$ cat src/rtl/ip_hdr_sched.sv
// ip_hdr_sched
//   Sequencer in front of the IP header builder. It arbitrates two frame
//   requesters (0 = ultrasonic data, 1 = command reply) and one IP-config
//   requester. Builder strobes are two cycles wide, and their data is already
//   stable one cycle before the strobe rises. The block waits for the builder
//   ready pulse, then starts the MAC transmit and waits for it to finish.
//
//   Optional build macro IP_SCHED_STATS_EN:
//     defined   - o_frame_cnt counts successful frames and saturates at 16'hFFFF
//     undefined - o_frame_cnt is tied to zero
//
//   Ports:
//     i_clk, i_rst                 clock, asynchronous active-high reset
//     i_req, i_len0, i_len1        frame requests (level) and payload lengths
//     o_gnt, o_done, o_len_err     accept / finish / oversize-reject pulses
//     i_cfg_req, i_cfg_sel,
//     i_cfg_ip, o_cfg_ack          IP config request, selector, address, ack
//     o_trig, o_set_local,
//     o_set_dest                   builder strobes (registered)
//     o_data_length, o_ip0..o_ip3  builder data (o_ip0 = MSB)
//     i_hdr_ready                  builder done pulse
//     o_tx_start, o_tx_src,
//     i_tx_done                    MAC handshake and the requester index
//     o_busy, o_timeout_err        status; o_timeout_err is sticky until reset
//     o_frame_cnt                  successful frame count (optional)
//
//   GAP_CYCLES must be at least 1.

module ip_hdr_sched #(
    parameter logic [15:0] MAX_LEN        = 16'd1480,
    parameter int unsigned TIMEOUT_CYCLES = 64,
    parameter int unsigned GAP_CYCLES     = 2
) (
    input  logic        i_clk,
    input  logic        i_rst,
    input  logic [1:0]  i_req,
    input  logic [15:0] i_len0,
    input  logic [15:0] i_len1,
    output logic [1:0]  o_gnt,
    output logic [1:0]  o_done,
    output logic        o_len_err,
    input  logic        i_cfg_req,
    input  logic        i_cfg_sel,
    input  logic [31:0] i_cfg_ip,
    output logic        o_cfg_ack,
    output logic        o_trig,
    output logic        o_set_local,
    output logic        o_set_dest,
    output logic [15:0] o_data_length,
    output logic [7:0]  o_ip0,
    output logic [7:0]  o_ip1,
    output logic [7:0]  o_ip2,
    output logic [7:0]  o_ip3,
    input  logic        i_hdr_ready,
    output logic        o_tx_start,
    output logic        o_tx_src,
    input  logic        i_tx_done,
    output logic        o_busy,
    output logic        o_timeout_err,
    output logic [15:0] o_frame_cnt
);

    typedef enum logic [2:0] {
        StIdle,
        StCfgDrive,
        StCfgWait,
        StHdrTrig,
        StHdrWait,
        StTxStart,
        StTxWait,
        StGap
    } state_e;

    // One counter serves the strobe phases, the ready timeout and the gap.
    localparam int unsigned CntMax = (TIMEOUT_CYCLES > GAP_CYCLES) ? TIMEOUT_CYCLES : GAP_CYCLES;
    localparam int unsigned CntW   = $clog2(CntMax + 3);

    localparam logic [CntW-1:0] TimeoutLast = CntW'(TIMEOUT_CYCLES - 1);
    localparam logic [CntW-1:0] GapLast     = CntW'(GAP_CYCLES - 1);
    // Phase 0 sets up the data; phases 1 and 2 carry the strobe.
    localparam logic [CntW-1:0] StrobeLast  = CntW'(2);

    state_e            state_q, state_d;
    logic [CntW-1:0]   cnt_q, cnt_d;
    logic              rr_q, rr_d;
    logic              rej_q, rej_d;
    logic              sel_q, sel_d;
    logic [1:0]        gnt_q, gnt_d;
    logic [1:0]        done_q, done_d;
    logic              len_err_q, len_err_d;
    logic              cfg_ack_q, cfg_ack_d;
    logic              trig_q, trig_d;
    logic              set_local_q, set_local_d;
    logic              set_dest_q, set_dest_d;
    logic [15:0]       data_len_q, data_len_d;
    logic [31:0]       ip_q, ip_d;
    logic              tx_start_q, tx_start_d;
    logic              tx_src_q, tx_src_d;
    logic              timeout_q, timeout_d;

    logic              win;
    logic [15:0]       len_sel;
    logic [1:0]        src_onehot;

    assign src_onehot = tx_src_q ? 2'b10 : 2'b01;

    always_comb begin
        state_d     = state_q;
        cnt_d       = cnt_q;
        rr_d        = rr_q;
        rej_d       = rej_q;
        sel_d       = sel_q;
        gnt_d       = 2'b00;
        done_d      = 2'b00;
        len_err_d   = 1'b0;
        cfg_ack_d   = 1'b0;
        trig_d      = 1'b0;
        set_local_d = 1'b0;
        set_dest_d  = 1'b0;
        data_len_d  = data_len_q;
        ip_d        = ip_q;
        tx_start_d  = 1'b0;
        tx_src_d    = tx_src_q;
        timeout_d   = timeout_q;
        win         = 1'b0;
        len_sel     = 16'd0;

        unique case (state_q)
            StIdle: begin
                cnt_d = '0;
                if (i_cfg_req) begin
                    sel_d   = i_cfg_sel;
                    ip_d    = i_cfg_ip;
                    state_d = StCfgDrive;
                end else if (|i_req) begin
                    // rr_q names the requester that wins a tie.
                    win      = (i_req == 2'b11) ? rr_q : i_req[1];
                    len_sel  = win ? i_len1 : i_len0;
                    gnt_d    = win ? 2'b10 : 2'b01;
                    tx_src_d = win;
                    if (len_sel > MAX_LEN) begin
                        rej_d      = 1'b1;
                        data_len_d = 16'd0;
                    end else begin
                        rej_d      = 1'b0;
                        data_len_d = len_sel;
                    end
                    state_d = StHdrTrig;
                end
            end

            StCfgDrive: begin
                if (cnt_q == StrobeLast) begin
                    state_d = StCfgWait;
                    cnt_d   = '0;
                end else begin
                    set_local_d = ~sel_q;
                    set_dest_d  = sel_q;
                    cnt_d       = cnt_q + CntW'(1);
                end
            end

            StCfgWait: begin
                if (i_hdr_ready) begin
                    cfg_ack_d = 1'b1;
                    ip_d      = '0;
                    state_d   = StGap;
                    cnt_d     = '0;
                end else if (cnt_q == TimeoutLast) begin
                    cfg_ack_d = 1'b1;
                    timeout_d = 1'b1;
                    ip_d      = '0;
                    state_d   = StGap;
                    cnt_d     = '0;
                end else begin
                    cnt_d = cnt_q + CntW'(1);
                end
            end

            StHdrTrig: begin
                if (cnt_q == '0 && rej_q) begin
                    // Oversize: report it one cycle after the grant; the builder
                    // never sees a trigger.
                    done_d    = src_onehot;
                    len_err_d = 1'b1;
                    state_d   = StGap;
                    cnt_d     = '0;
                end else if (cnt_q == StrobeLast) begin
                    state_d = StHdrWait;
                    cnt_d   = '0;
                end else begin
                    trig_d = 1'b1;
                    cnt_d  = cnt_q + CntW'(1);
                end
            end

            StHdrWait: begin
                if (i_hdr_ready) begin
                    tx_start_d = 1'b1;
                    data_len_d = 16'd0;
                    state_d    = StTxStart;
                end else if (cnt_q == TimeoutLast) begin
                    done_d     = src_onehot;
                    timeout_d  = 1'b1;
                    data_len_d = 16'd0;
                    state_d    = StGap;
                    cnt_d      = '0;
                end else begin
                    cnt_d = cnt_q + CntW'(1);
                end
            end

            StTxStart: begin
                state_d = StTxWait;
            end

            StTxWait: begin
                if (i_tx_done) begin
                    done_d  = src_onehot;
                    rr_d    = ~rr_q;
                    state_d = StGap;
                    cnt_d   = '0;
                end
            end

            StGap: begin
                if (cnt_q == GapLast) begin
                    state_d = StIdle;
                    cnt_d   = '0;
                end else begin
                    cnt_d = cnt_q + CntW'(1);
                end
            end

            default: begin
                state_d = StIdle;
                cnt_d   = '0;
            end
        endcase
    end

    always_ff @(posedge i_clk or posedge i_rst) begin
        if (i_rst) begin
            state_q     <= StIdle;
            cnt_q       <= '0;
            rr_q        <= 1'b0;
            rej_q       <= 1'b0;
            sel_q       <= 1'b0;
            gnt_q       <= 2'b00;
            done_q      <= 2'b00;
            len_err_q   <= 1'b0;
            cfg_ack_q   <= 1'b0;
            trig_q      <= 1'b0;
            set_local_q <= 1'b0;
            set_dest_q  <= 1'b0;
            data_len_q  <= 16'd0;
            ip_q        <= 32'd0;
            tx_start_q  <= 1'b0;
            tx_src_q    <= 1'b0;
            timeout_q   <= 1'b0;
        end else begin
            state_q     <= state_d;
            cnt_q       <= cnt_d;
            rr_q        <= rr_d;
            rej_q       <= rej_d;
            sel_q       <= sel_d;
            gnt_q       <= gnt_d;
            done_q      <= done_d;
            len_err_q   <= len_err_d;
            cfg_ack_q   <= cfg_ack_d;
            trig_q      <= trig_d;
            set_local_q <= set_local_d;
            set_dest_q  <= set_dest_d;
            data_len_q  <= data_len_d;
            ip_q        <= ip_d;
            tx_start_q  <= tx_start_d;
            tx_src_q    <= tx_src_d;
            timeout_q   <= timeout_d;
        end
    end

`ifdef IP_SCHED_STATS_EN
    logic [15:0] frame_cnt_q;
    logic        frame_inc;

    // Same condition that produces the successful o_done pulse.
    assign frame_inc = (state_q == StTxWait) && i_tx_done;

    always_ff @(posedge i_clk or posedge i_rst) begin
        if (i_rst) begin
            frame_cnt_q <= 16'd0;
        end else if (frame_inc && (frame_cnt_q != 16'hFFFF)) begin
            frame_cnt_q <= frame_cnt_q + 16'd1;
        end
    end

    assign o_frame_cnt = frame_cnt_q;
`else
    assign o_frame_cnt = 16'd0;
`endif

    assign o_gnt         = gnt_q;
    assign o_done        = done_q;
    assign o_len_err     = len_err_q;
    assign o_cfg_ack     = cfg_ack_q;
    assign o_trig        = trig_q;
    assign o_set_local   = set_local_q;
    assign o_set_dest    = set_dest_q;
    assign o_data_length = data_len_q;
    assign o_ip0         = ip_q[31:24];
    assign o_ip1         = ip_q[23:16];
    assign o_ip2         = ip_q[15:8];
    assign o_ip3         = ip_q[7:0];
    assign o_tx_start    = tx_start_q;
    assign o_tx_src      = tx_src_q;
    assign o_busy        = (state_q != StIdle);
    assign o_timeout_err = timeout_q;

endmodule

$ cat config.mk
export PLATFORM = sky130hd
export DESIGN_NAME = ip_hdr_sched
export DESIGN_NICKNAME = d
export VERILOG_FILES = /design/src/rtl/ip_hdr_sched.sv
export SDC_FILE = /design/constraint.sdc
export NUM_CORES = 1
export LEC_CHECK = 0
export ABC_AREA = 0
export CORE_ASPECT_RATIO = 1.5
export CORE_MARGIN = 2
export CORE_UTILIZATION = 38
export DETAILED_ROUTE_END_ITERATION = 8
export PLACE_DENSITY = 0.77
export SYNTH_ARGS = -nofsm -noshare
export SYNTH_HDL_FRONTEND = slang
export SYNTH_SLANG_ARGS = --single-unit
$ cat constraint.sdc
create_clock -name i_clk -period 2.25 [get_ports i_clk]
set_clock_uncertainty 0.1 [all_clocks]
set_input_delay 0.225 -clock i_clk [delete_from_list [all_inputs] [get_ports i_clk]]
set_output_delay 0.225 -clock i_clk [all_outputs]
set_load 0.005 [all_outputs]
=== Word level (Yosys, flattened, before mapping) ===
Index checks and enable logic that the tools add are counted.

* Add/subtract/negate cells: 1
* $lt $le $gt $ge: 1
* Eq/ne operators: 22
* Muxes and demuxes: 56
* Bitwise gates (word level): 4
* Reductions and logical operators: 17

{| class="wikitable"
|+ Operators with widths
! operator !! number
|-
| $mux 16 || 6
|-
| $mux 32 || 3
|-
| $pmux 32 s2 || 1
|-
| $mux 7 || 7
|-
| $pmux 7 s7 || 1
|-
| $pmux 16 s2 || 1
|-
| $mux 3 || 10
|-
| $pmux 3 s8 || 1
|-
| $mux 2 || 9
|-
| $gt 16x11->1 const B || 1
|-
| $mux 1 || 16
|-
| $ne 2x2->1 const B || 7
|-
| $eq 3x3->1 const B || 4
|-
| $ne 3x3->1 const B || 4
|-
| $reduce_and 3->1 || 4
|-
| $add 7x1->7 const B || 1
|-
| $eq 7x1->1 const B || 1
|-
| $eq 7x2->1 const B || 1
|-
| $eq 7x6->1 const B || 1
|-
| $logic_not 7->1 || 1
|-
| $reduce_bool 7->1 || 1
|-
| $eq 3x2->1 const B || 2
|-
| $pmux 2 s3 || 1
|-
| $reduce_and 5->1 || 1
|-
| 10 further kinds || 16
|}

* Flip-flop bits (word level): 73
* Input bits: 72
* Output and inout bits: 77
* Word-level logic and storage cells: 118

=== Depth between registers and ports, before layout ===
Gate-level depths: netlist (run 1).

* Depth in word-level cells: 8
* Mapped depth: 7
* Mapped depth without buffers: 7

=== Worst setup path before layout (run 1) ===
OpenSTA, ideal clock, no wires.

* Kind: flip-flop to flip-flop
* From: reg cnt_q[0]
* To: reg ip_q[0]
* Setup time: 0.121 ns
* Data arrival time: 1.929 ns
* Data required time: 2.029 ns
* Path slack: 0.100 ns
* Cell stages (with the launch flop): 8
* Path buffers: 1
* Clock period less this slack: 2.150 ns
* Cell sequence: dfrtp_1 ha_1 nand3_1 nor3_4 nor2_1 a2111o_1 buf_2 a22o_1

* Word-level cells in the longest chain between the ends: 3

{| class="wikitable"
|+ Ends and longest elaborated chain
! what !! RTL line !! RTL
|-
| start: declaration || 84 || <nowiki>logic [CntW-1:0] cnt_q, cnt_d;</nowiki>
|-
| start signal: assignment || 263 || <nowiki>cnt_q <= cnt_d;</nowiki>
|-
| $eq 7x6->1 || 169 || <nowiki>end else if (cnt_q == TimeoutLast) begin</nowiki>
|-
| $ne 3x3->1 (no line) || -- ||
|-
| $reduce_and 3->1 (no line) || -- ||
|-
| end signal: assignment || 275 || <nowiki>ip_q <= ip_d;</nowiki>
|-
| end: declaration || 96 || <nowiki>logic [31:0] ip_q, ip_d;</nowiki>
|}

No other way between the ends.
A chain may end at the register's enable or synchronous reset.

=== Worst setup path after layout (run 1) ===
* From: reg cnt_q[3]
* To: reg cnt_q[4]

* Word-level cells in the longest chain between the ends: 4
* Elaborated cells on any way between the ends: 13
* Classes of those cells: add/sub (1); eq/ne (3); mux (7); reduce/logical (2)

{| class="wikitable"
|+ Ends and longest elaborated chain
! what !! RTL line !! RTL
|-
| $add 7x1->7 (tied with other cells) || -- ||
|-
| $mux 7 (tied with other cells) || 169, 202 ||
|-
| $mux 7, on equally long branches || 198, 164, 181 ||
|-
| $pmux 7 s7 * || 128 || <nowiki>unique case (state_q)</nowiki>
|}

Mark *: on every way between the ends. The rest lies on a longest branch, timed or not. The select of a mux whose other input is x is not followed.

==> impl_metrics.json, run 1 <==
{
  "ios": 149,
  "outcome": "finished, final reports clean",
  "netlist_top_cells_area": "dfrtp_1, a22o_1, buf_4",
  "place_area_um2": 4800,
  "yosys.area_share.simple": 0.118,
  "synth-seq-cells": 73,
  "start_util": 0.392,
  "synth_top_flop_cell": "dfrtp_1",
  "yosys.area_share.adder": 0.0152,
  "synth_top_family_by_area": "compound AO/OA/AOI/OAI gates",
  "die_w_um": 80.1,
  "gp_congestion": 0.778,
  "num_antenna_cells": 0,
  "drtIter0Drc": 133,
  "drive_gt1_frac": 0.117,
  "dp.cells": 530,
  "synth_area_um2": 3300,
  "grt.total_usage": 0.197,
  "cts.sinks": 73,
  "h-tree-depth": 3,
  "core_um2": 8410,
  "routed_via_density": 5.18,
  "critPathKind": "reg2reg",
  "cts_buffer_depth": 2,
  "syn2layout_area_growth_pct": 55.3,
  "yosysMostFrequentCell": "dfrtp_1",
  "slew_violations": 0,
  "antenna_found_initial": 0,
  "peakVddDrop_mv": 0.791,
  "reg2regPathDepth": 5,
  "rsz0062_at_grt": "no",
  "root_buffer": "clkbuf_16",
  "wl_per_cell_um": 16.4,
  "stdcell_count": 544,
  "pre_cts_ws_ns": -0.00733,
  "ys_top_cells_by_count": "dfrtp_1, a22o_1, buf_4, nor2_1",
  "worst-endpoint-required_ns": 2.35,
  "yosys_warnings": 0,
  "synth_top_area_share": 0.553,
  "grt_pass1_vias": 3000,
  "maxCapViolCount": 0,
  "ant_nets": 0,
  "crit_path_end_kind": "flop",
  "synth_enable_flop_cells": 0,
  "clkSlewWorstSetupHoldPaths_ns": 0.06,
  "syn-mean-instance-area_um2": 11.5,
  "p_leak_nw": 2.28,
  "arrival_ns": 2.26,
  "hp-class": "in2async",
  "setup_viol": 0,
  "fin_setup_tns_ns": 0,
  "fin_ws_ns": 0.0893,
  "power_mw": 5.45,
  "clk_latency_ns": 0.33,
  "drt_first_pass_iters": 4,
  "max_freq_mhz": 463,
  "r2r-end": "cnt_q[4]",
  "fill_cells": 705,
  "fin_crit_ns": 2.16,
  "die_area_um2": 9470,
  "drt_wl_total_um": 8940,
  "fp.dieH_um": 118,
  "r2r-start": "cnt_q[3]",
  "r2r_setup_slack_ns": 0.09,
  "startpoint_type": "flop",
  "grt_pass1_wl_um": 14600,
  "numCtsBuffers": 9,
  "cts_setup_buffers": 0,
  "tightest_slew_ns": 0.753,
  "place_hpwl_um": 6570,
  "synth-async-reset-ratio": 1.00,
  "muxShareOfSynthArea": 0.0368,
  "drc": 0,
  "io_buffers": 132,
  "rows": 41,
  "synth_compound_area_frac": 0.206,
  "p_per_area_nw_per_um2": 1060,
  "slew_headroom": 0.496,
  "final_nets": 510,
  "grt_overflow_total": 0,
  "yosys.area.top_type": "dfrtp_1",
  "grt_max_degree": 33,
  "syn_inst": 288,
  "hold_viol_final": 0,
  "cts_tree": "built",
  "ys_seq_area_frac": 0.553,
  "synth_cell_type_count": 47,
  "vias": 2820,
  "fin_area_um2": 5130,
  "critPathMaxFanout": 7,
  "synth_xor_area_frac": 0.00265,
  "finalCritPeriodShare": 0.960
}
## flip-flops by register name, indices dropped and copies added, names as in the netlist, 2 cells and up
register,flops
ip_q,32
o_data_length,16
cnt_q,7
state_q,3
o_done,2
o_gnt,2
## report_power, final
group	internal [mW]	leakage (nW)	switching, mW	total, mW
sequential	1.67	0.977	0.298	1.97
clock	0.874	0.137	0.514	1.39
combinational	1.20	1.17	0.894	2.09
## what timing repair did
action                     in CTS  in global routing
pin swaps                       0                  5
gates resized for setup         1                  7
setup endpoints to repair       7                 58
hold buffers                    0                  0
gates cloned                    0                  0
hold endpoints to repair        0                  0
## stage by stage
step	hold slack [ns]	utilization
floorplan	0.211	-
global placement	0.331	0.571
detailed placement	0.339	0.571
CTS	0.0475	0.605
global route	0.0585	0.610
finish	0.0479	0.610
## logic make-up after synthesis
kind of cell	Yosys count
other cells	1
mux	12
fa+ha+maj	4
simple gates	69
flops	73
xor+xnor	1
buf+inv	42
compound gates	86
## per-layer routing
metal / GRT usage / up-vias / routed length [µm]
met3: 0.0580 / 17 / 568
met2: 0.341 / 123 / 4690
met1: 0.229 / 1353 / 3490
li1: - / 1327 / -
met4: 0.0657 / 0 / 193
met5: 0 / - / 0
## cells in the final DEF, fill, tap and decap left out, types with 4 or more instances in the layout
master / Yosys / final
clkdlybuf4s50_1: 0 / 132
dfrtp_1: 73 / 72
a22o_1: 32 / 32
buf_4: 16 / 17
conb_1: 1 / 16
nor2_1: 14 / 13
mux2i_1: 11 / 11
o2bb2ai_1: 11 / 11
inv_1: 11 / 10
a21oi_1: 10 / 10
nand2_1: 9 / 9
clkbuf_16: 0 / 9
nand3_1: 8 / 7
nor3_1: 6 / 6
o21ai_0: 6 / 6
o31ai_1: 6 / 6
and2_1: 6 / 6
nor4_1: 5 / 5
or2_2: 4 / 4
nand4_1: 4 / 4
## layout make-up
| type | count | area, µm² | area share |
|---|---|---|---|
| flip-flops and latches | 73 | 1830 | 0.356 |
| repair buffers | 151 | 1490 | 0.290 |
| multi-input cells | 188 | 1350 | 0.263 |
| clock inverters | 3 | 42.5 | 0.00829 |
| inverters | 11 | 41.3 | 0.00805 |
| well taps | 107 | 134 | 0.0261 |
| clock buffers | 11 | 243 | 0.0473 |
## how the worst max path moves through the flow
stage | to | depth (start not counted) | slack [ns] | from
after global routing | cnt_q[4] | 5 | 0.008 | cnt_q[3]
after global placement | cnt_q[3] | 5 | 0.09 | cnt_q[2]
after detailed placement | cnt_q[4] | 5 | -0.007 | cnt_q[2]
after CTS | cnt_q[4] | 5 | 0.008 | cnt_q[2]
final | cnt_q[4] | 5 | 0.09 | cnt_q[3]
after floorplan | cnt_q[0] | 1 | 0.07 | i_rst
## worst max-delay path, stage by stage, from the launching register on
cell and delay, ns:
dfrtp_1 0.43, or4_4 0.60, o311ai_4 0.29, o211ai_4 0.19, nor3_4 0.30, o22ai_1 0.11
Note: power is estimated with default switching activity, not from simulation.
==> run 2, diff against run 1 <==
- GPL_ROUTABILITY_DRIVEN: unset -> 0
==> results of run 2 <==
The final DEF is identical to that of run 1; final timing and power are the same.
==> run 3, diff against run 2 <==
- ABC_CLOCK_PERIOD_IN_PS: unset -> 2250
==> results of run 3 <==
The final DEF is identical to that of run 1; final timing and power are the same.
